`src/rtl/branch_predictor.sv`:
```
// Purpose: direct-mapped BTB with 2-bit saturating counters for the MIPS fetch
//          stage; carries each prediction into IF/ID and verifies it at ID resolve.
// Latency: lookup 0 cycles; prediction reaches ID one cycle after fetch;
//          mispredict is combinational in the resolve cycle; training is visible
//          to lookups from the next cycle.
// Backpressure: hold freezes the IF/ID prediction register; stall_compare defers
//          resolution, so no mispredict and no training occur while it is high.
//
// Ports:
//   clk, rst_n                      clock (rising edge), async active-low reset
//   fetch_pc, fetch_valid           PC being fetched and its qualifier
//   hold, flush                     IF/ID stall and flush from hazard/jump logic
//   pred_hit/pred_taken/pred_target combinational lookup result for fetch_pc
//   resolve_valid/stall_compare     ID branch present / operands not yet ready
//   resolve_taken/resolve_target    actual outcome and target from ID comparator
//   mispredict/redirect_pc          fetch redirect request and its target
module branch_predictor #(
    parameter int WIDTH      = 32,
    parameter int INDEX_BITS = 4
) (
    input  logic             clk,
    input  logic             rst_n,
    input  logic [WIDTH-1:0] fetch_pc,
    input  logic             fetch_valid,
    input  logic             hold,
    input  logic             flush,
    output logic             pred_hit,
    output logic             pred_taken,
    output logic [WIDTH-1:0] pred_target,
    input  logic             resolve_valid,
    input  logic             stall_compare,
    input  logic             resolve_taken,
    input  logic [WIDTH-1:0] resolve_target,
    output logic             mispredict,
    output logic [WIDTH-1:0] redirect_pc
);

    localparam int ENTRIES = 1 << INDEX_BITS;
    localparam int TAG_W   = WIDTH - INDEX_BITS - 2;

    localparam logic [1:0] CTR_WNT = 2'b01;
    localparam logic [1:0] CTR_WT  = 2'b10;
    localparam logic [1:0] CTR_ST  = 2'b11;
    localparam logic [1:0] CTR_SNT = 2'b00;

    // ------------------------------------------------------------------
    // Branch target buffer state
    // ------------------------------------------------------------------
    logic [ENTRIES-1:0] valid_q, valid_d;
    logic [TAG_W-1:0]   tag_q    [ENTRIES];
    logic [TAG_W-1:0]   tag_d    [ENTRIES];
    logic [WIDTH-1:0]   target_q [ENTRIES];
    logic [WIDTH-1:0]   target_d [ENTRIES];
    logic [1:0]         ctr_q    [ENTRIES];
    logic [1:0]         ctr_d    [ENTRIES];

    // IF/ID copy of the prediction
    logic             id_valid_q, id_valid_d;
    logic [WIDTH-1:0] id_pc_q, id_pc_d;
    logic             id_pred_taken_q, id_pred_taken_d;
    logic [WIDTH-1:0] id_pred_target_q, id_pred_target_d;

    // ------------------------------------------------------------------
    // Fetch-side lookup
    // ------------------------------------------------------------------
    logic [INDEX_BITS-1:0] f_idx;
    logic [TAG_W-1:0]      f_tag;
    logic [WIDTH-1:0]      fetch_pc_inc;

    always_comb begin
        f_idx        = fetch_pc[INDEX_BITS+1:2];
        f_tag        = fetch_pc[WIDTH-1:INDEX_BITS+2];
        fetch_pc_inc = fetch_pc + WIDTH'(4);
        pred_hit     = valid_q[f_idx] && (tag_q[f_idx] == f_tag);
        pred_taken   = pred_hit && ctr_q[f_idx][1];
        pred_target  = pred_taken ? target_q[f_idx] : fetch_pc_inc;
    end

    // ------------------------------------------------------------------
    // ID-side resolution
    // ------------------------------------------------------------------
    logic                  res_act;
    logic [INDEX_BITS-1:0] r_idx;
    logic [TAG_W-1:0]      r_tag;
    logic                  r_hit;
    logic [WIDTH-1:0]      id_pc_inc;

    always_comb begin
        res_act     = id_valid_q && !stall_compare;
        r_idx       = id_pc_q[INDEX_BITS+1:2];
        r_tag       = id_pc_q[WIDTH-1:INDEX_BITS+2];
        r_hit       = valid_q[r_idx] && (tag_q[r_idx] == r_tag);
        id_pc_inc   = id_pc_q + WIDTH'(4);
        mispredict  = 1'b0;
        redirect_pc = id_pc_inc;
        if (res_act) begin
            if (resolve_valid) begin
                mispredict = (resolve_taken != id_pred_taken_q) ||
                             (resolve_taken && (resolve_target != id_pred_target_q));
                if (mispredict && resolve_taken) begin
                    redirect_pc = resolve_target;
                end
            end else if (id_pred_taken_q) begin
                // A non-branch predicted taken means a stale/aliased entry:
                // fall through to the sequential PC.
                mispredict = 1'b1;
            end
        end
    end

    // ------------------------------------------------------------------
    // Table training; lookups in the same cycle see pre-update contents
    // ------------------------------------------------------------------
    always_comb begin
        valid_d  = valid_q;
        tag_d    = tag_q;
        target_d = target_q;
        ctr_d    = ctr_q;
        if (res_act) begin
            if (resolve_valid) begin
                if (r_hit) begin
                    if (resolve_taken) begin
                        ctr_d[r_idx]    = (ctr_q[r_idx] == CTR_ST) ? CTR_ST
                                                                   : ctr_q[r_idx] + 2'd1;
                        target_d[r_idx] = resolve_target;
                    end else begin
                        ctr_d[r_idx]    = (ctr_q[r_idx] == CTR_SNT) ? CTR_SNT
                                                                    : ctr_q[r_idx] - 2'd1;
                    end
                end else if (resolve_taken) begin
                    // Allocate weakly taken, evicting whatever occupied the slot.
                    valid_d[r_idx]  = 1'b1;
                    tag_d[r_idx]    = r_tag;
                    target_d[r_idx] = resolve_target;
                    ctr_d[r_idx]    = CTR_WT;
                end
            end else if (id_pred_taken_q) begin
                valid_d[r_idx] = 1'b0;
            end
        end
    end

    // ------------------------------------------------------------------
    // IF/ID prediction register: flush/mispredict > hold > load
    // ------------------------------------------------------------------
    always_comb begin
        id_valid_d       = id_valid_q;
        id_pc_d          = id_pc_q;
        id_pred_taken_d  = id_pred_taken_q;
        id_pred_target_d = id_pred_target_q;
        if (flush || mispredict) begin
            // Drops both the held instruction and any wrong-path fetch.
            id_valid_d = 1'b0;
        end else if (!hold) begin
            id_valid_d       = fetch_valid;
            id_pc_d          = fetch_pc;
            id_pred_taken_d  = pred_taken;
            id_pred_target_d = pred_target;
        end
    end

    // ------------------------------------------------------------------
    // State registers
    // ------------------------------------------------------------------
    always_ff @(posedge clk or negedge rst_n) begin
        if (!rst_n) begin
            valid_q <= '0;
            for (int i = 0; i < ENTRIES; i++) begin
                tag_q[i]    <= '0;
                target_q[i] <= '0;
                ctr_q[i]    <= CTR_WNT;
            end
            id_valid_q       <= 1'b0;
            id_pc_q          <= '0;
            id_pred_taken_q  <= 1'b0;
            id_pred_target_q <= '0;
        end else begin
            valid_q <= valid_d;
            for (int i = 0; i < ENTRIES; i++) begin
                tag_q[i]    <= tag_d[i];
                target_q[i] <= target_d[i];
                ctr_q[i]    <= ctr_d[i];
            end
            id_valid_q       <= id_valid_d;
            id_pc_q          <= id_pc_d;
            id_pred_taken_q  <= id_pred_taken_d;
            id_pred_target_q <= id_pred_target_d;
        end
    end

endmodule

```
`config.mk`:
```
export PLATFORM = sky130hd
export DESIGN_NAME = branch_predictor
export DESIGN_NICKNAME = d
export VERILOG_FILES = /design/src/rtl/branch_predictor.sv
export SDC_FILE = /design/constraint.sdc
export NUM_CORES = 2
export LEC_CHECK = 0
export CORE_MARGIN = 3
export CORE_UTILIZATION = 35
export CTS_BUF_LIST = sky130_fd_sc_hd__clkbuf_4
export CTS_CLUSTER_DIAMETER = 100
export DETAILED_ROUTE_END_ITERATION = 10
export PLACE_DENSITY = 0.59
export SYNTH_ARGS = -nofsm -noshare
export SYNTH_HDL_FRONTEND = slang
export SYNTH_SLANG_ARGS = --single-unit
```
`constraint.sdc`:
```
create_clock -name clk -period 5.6 [get_ports clk]
set_input_delay 0.84 -clock clk [delete_from_list [all_inputs] [get_ports clk]]
set_output_delay 0.84 -clock clk [all_outputs]
set_load 0.03 [all_outputs]
```
# Yosys cells after proc, flatten, opt, wreduce, memory -nomap -nowiden
# Index checks and enable logic that the tools add are counted.
# op_classes
muxes	49
magnitude_cmp	6
bitwise_logic	11
n_addsub	4
eq_ne	8
n_reduce_logical	19
# ops
operator	n
$bwmux W512	1
$bwmux W416	1
$mux W32	10
$bmux W26 S4	2
$mux W26	5
$bmux W32 S4	1
$demux W32 S4	1
$demux W26 S4	1
$add A32 B3 Y32 const B	2
$bwmux W32	2
$mux W16	4
$eq A26 B26 Y1	2
$and A16 B16 Y16	2
$ne A32 B32 Y1	1
$not A16 Y16	2
$or A16 B16 Y16	2
$bmux W2 S4	2
$mux W2	7
$ge A5 B5 Y1 const B	2
$lt A4 B5 Y1 const B	2
$not A4 Y5	2
$bmux W1 S4	2
$demux W2 S4	1
$logic_and A1 B1 Y1	8
other kinds (18)	32
# totals
reg_bits	1042
elab_cells	150
in_bits	72

# Depth between registers and ports, before layout
# logic_depth
word_depth	9
ltp_mapped	17
depth_no_buf	9

# Worst setup path after synthesis
# No wires, ideal clock.
# synth_timing
kind	in2out
start	input port fetch_pc[4]
end	output port pred_target[2]
cell_stages	11
path_buffers	4
path_slack_ps	872
required_time_ps	4760
arrival_ps	3888
path_cell_list	buf_2 -> buf_2 -> mux2_2 -> o221ai_1 -> o21ai_0 -> or4_1 -> a2111oi_0 -> and4b_1 -> buf_2 -> buf_4 -> mux2i_1
# synth_between
elab_chain_len	8
elab_cells_between_ends	16
# synth_rtl
item	line	text
from (decl)	23	input logic [WIDTH-1:0] fetch_pc,
$not A4 Y5 (implied by the code)	74, 75, 76	
$bmux W26 S4	74	pred_hit = valid_q[f_idx] && (tag_q[f_idx] == f_tag);
$mux W26 (implied by the code) (2 in series)	74	
$eq A26 B26 Y1	74	
$logic_and A1 B1 Y1	74	
$logic_and A1 B1 Y1	75	pred_taken = pred_hit && ctr_q[f_idx][1];
$mux W32 *	76	pred_target = pred_taken ? target_q[f_idx] : fetch_pc_inc;
to (decl)	29	output logic [WIDTH-1:0] pred_target,
# Mark *: on every way between the ends. The rest lies on a longest branch, timed or not. The select of a mux whose other input is x is not followed.

# Final worst setup path
# layout_timing
start	register tag_q[276] (netlist bit)
end	output port pred_target[5]
# layout_between
elab_chain_len	7
# layout_rtl
item	line	text
from (decl)	50	logic [TAG_W-1:0] tag_q [ENTRIES];
from (signal, indexed assignment)	180	tag_q[i] <= tag_d[i];
$bmux W26 S4	74	
$mux W26 (implied by the code) (2 in series)	74	
$eq A26 B26 Y1	74	
$logic_and A1 B1 Y1	74	
$logic_and A1 B1 Y1	75	
$mux W32	76	
# Every way passes these cells. The select of a mux whose other input is x is not followed.

==> summary.txt <==
Min path
  – Worst min path class: primary input to flop

Clocking
  – CTS Root Cell: clkbuf_4
  – Max clock buf depth: 4
  – Num CTS Buffers: 311
  – H-tree levels: 5
  – Clk sink count: 1042
  – Clock-pin slew on the worst setup and hold paths: 0.07 ns
  – Clock latency on the worst-skew pair: 1.27 ns
  – TritonCTS clock tree: done

Global route
  – Initial antenna violation count: 11
  – Wire length of the first global-routing pass: 267000 microns
  – Total congestion overflow: 0
  – Largest net degree at the start of global routing: 150
  – Total track usage: 0.225
  – Vias in the first global route: 37283

Die
  – Placement row count: 144
  – Initial Utilization: 0.354
  – Die area: 161000 sq um
  – Core area: 155000 sq um
  – # IOs: 139
  – Chip width: 401 microns
  – Height of the die: 401 microns

Logic synthesis
  – Netlist Area Pre-Place: 54700 sq um
  – Synth Flop Type: dfrtp_1
  – FFs w/ async S/R, synth: 1.00
  – EDFF count, synth: 0
  – #FFs+latches synth: 1042
  – Mean Syn Cell Area: 14.6 sq um
  – Yosys Warn Count: 0
  – Register area share after synthesis: 0.477
  – Synth Instances: 3743
  – Netlist cell types: 71
  – Syn Nets: 3820

Finish
  – Final #Nets: 4151
  – Fillers: 14365
  – Most frequent cells in the layout: dfrtp_1, mux2_2, clkbuf_4, mux4_2, mux2_4
  – Final instance area: 63600 sq um
  – Layout area overhead: 16.3%
  – Fraction of layout cells with a size suffix above 1: 0.526
  – Commonest non-fill, non-tap cell in the layout: dfrtp_1

Route
  – Vias per Instance: 5.69
  – Vias: 35958
  – DRC Markers: 0
  – Antenna-violating nets left: 0
  – 1st-pass router iterations: 5
  – Total Wirelength: 183000 microns
  – Post-DR wirelength/cell: 29.0 microns
  – DR iter-0 viols: 3242

Pwr
  – Pwr per Cell Area: 295 nW/um^2
  – Leakage: 29.0 nW
  – VDD IR max: 0.213 mV
  – Power, Total: 0.0187 W

Timing
  – Count of final max-slew check failures: 0
  – Final WS setup: 0.104 ns
  – Slew HR: 0.242
  – Clock skew: 0.122 ns
  – Worst Tran Pin Value: 1.13 ns
  – Final Hold Fails: 0
  – F_max: 0.182 GHz
  – RSZ-0062 raised after global routing: true
  – Final period utilization: 0.981
  – Final Critical Period: 5.50 ns
  – # setup viols final: 0

Placement
  – HPWL after DPL: 116000 microns
  – Pre-CTS setup slack: 0.184 ns
  – # port buffers: 138
  – Routability Congestion: 0.876
  – Dpl cell area: 59400 sq um

Setup path
  – Cell Chain, Critical Path: mux4_2 -> nor2b_1 -> nor3b_1 -> a31oi_1 -> or4_4 -> a2111oi_4 -> buf_4 -> and4b_4 -> buf_12 -> buf_12 -> mux2_4 -> buf_6
  – Nature of the critical path endpoint: output port
  – Nature of the critical path startpoint: flop
  – Slowest-stage cell, CP: mux4_2
  – Critical path data arrival time: 4.66 ns
  – CP peak stage delay: 0.50 ns
  – Critical path class: flop to output port
  – Crit path required time: 4.76 ns
  – Cell mode on critical path: buf_12
  – CP max FO: 8

Job
  – Max-Cap Viols: 0

Run status
  – Status: finished, final reports clean
==> cell type report <==
type | count | area, sq um | area share
repair buffers | 391 | 4180 | 0.0657
clock inverters | 50 | 274 | 0.00431
inverters | 17 | 66.3 | 0.00104
flip-flops and latches | 1042 | 26100 | 0.411
diodes | 7 | 17.5 | 0.000275
well taps | 2044 | 2560 | 0.0402
clock buffers | 457 | 3430 | 0.0540
multi-input cells | 2311 | 27000 | 0.424
==> critical path: cells and delay by family (launching register included) <==
family	cells	cell delay [ns]
AND/OR/NAND/NOR	4	1.12
multiplexers	2	0.82
buffers and inverters	4	0.64
flip-flops	1	0.42
AO/OA/AOI/OAI	2	0.38
==> cell usage after synthesis, types with 54 or more instances <==
library cell | n | area (sq um)
mux2_4 | 194 | 2910
buf_1 | 57 | 214
mux2_2 | 837 | 9430
mux2i_1 | 169 | 1690
mux4_2 | 339 | 7630
dfrtp_1 | 1026 | 25700
o21ai_0 | 63 | 315
nand3_1 | 54 | 270
clkbuf_1 | 205 | 769
nand2_1 | 134 | 503
xnor2_1 | 89 | 780
xor2_1 | 65 | 569
nor2_1 | 59 | 221
==> worst paths after layout <==
check	depth (start not counted)	startpoint	to	slack, ns
worst min register to register	1	ctr_q[24]	ctr_q[24]	0.48
min in group asynchronous	2	rst_n	tag_q[310]	0.32
worst max-delay path	12	tag_q[276]	pred_target[5]	0.10
max in group asynchronous	3	rst_n	target_q[465]	3.87
worst max register to register	14	id_pc_q[3]	tag_q[334]	0.40
worst min-delay path	2	fetch_pc[5]	id_pc_q[5]	0.18
==> sequential cells by signal, summed over array words and instances (netlist names), named ones only <==
signal / cells
id_pc_q: 32
ctr_q: 32
target_q: 512
id_pred_taken_q: 1
id_pred_target_q: 32
id_valid_q: 1
tag_q: 416
==> routing by layer <==
layer / vias to the layer above / routed length [microns] / GRT usage
met3: 348 / 14500 / 0.0578
met5: - / 85 / 0
met1: 19327 / 80000 / 0.313
met2: 1499 / 82900 / 0.342
li1: 14772 / - / -
met4: 12 / 5880 / 0.0797
==> stage by stage <==
| stage | utilization | hold WS (ns) | std cells | setup TNS, ns |
|---|---|---|---|---|
| global route | 0.411 | 0.0630 | 6315 | -0.872 |
| detailed placement | 0.384 | 0.468 | 5790 | 0 |
| global placement | 0.384 | 0.460 | 5790 | 0 |
| CTS | 0.411 | 0.0433 | 6312 | -2.57 |
| finish | 0.411 | 0.176 | 6319 | 0 |
| floorplan | - | 0.445 | 3743 | 0 |
==> report_power, final <==
group	internal [W]	total, W	switching, W
logic	0.00144	0.00313	0.00169
registers	0.00798	0.00841	0.000431
clock network	0.00383	0.00718	0.00336
==> repair_timing <==
item	4_1_cts	5_1_grt
endpoints found under the setup margin	39	33
gates cloned	2	1
endpoints found under the hold margin	70	0
gates resized for setup	58	20
hold buffers	2	0
pin swaps	3	2
buffers inserted	11	1
==> cell families after synthesis <==
family,Yosys count,synth area share
muxes,1548,0.399
DFF,1042,0.477
buffers and inverters,390,0.0356
and+or+nand+nor,375,0.0356
AOI/OAI and AO/OA,228,0.0271
xor gates and xnor gates,154,0.0247
adders and majority gates,6,0.00133
No activity file was read; power rests on OpenSTA's default activity.
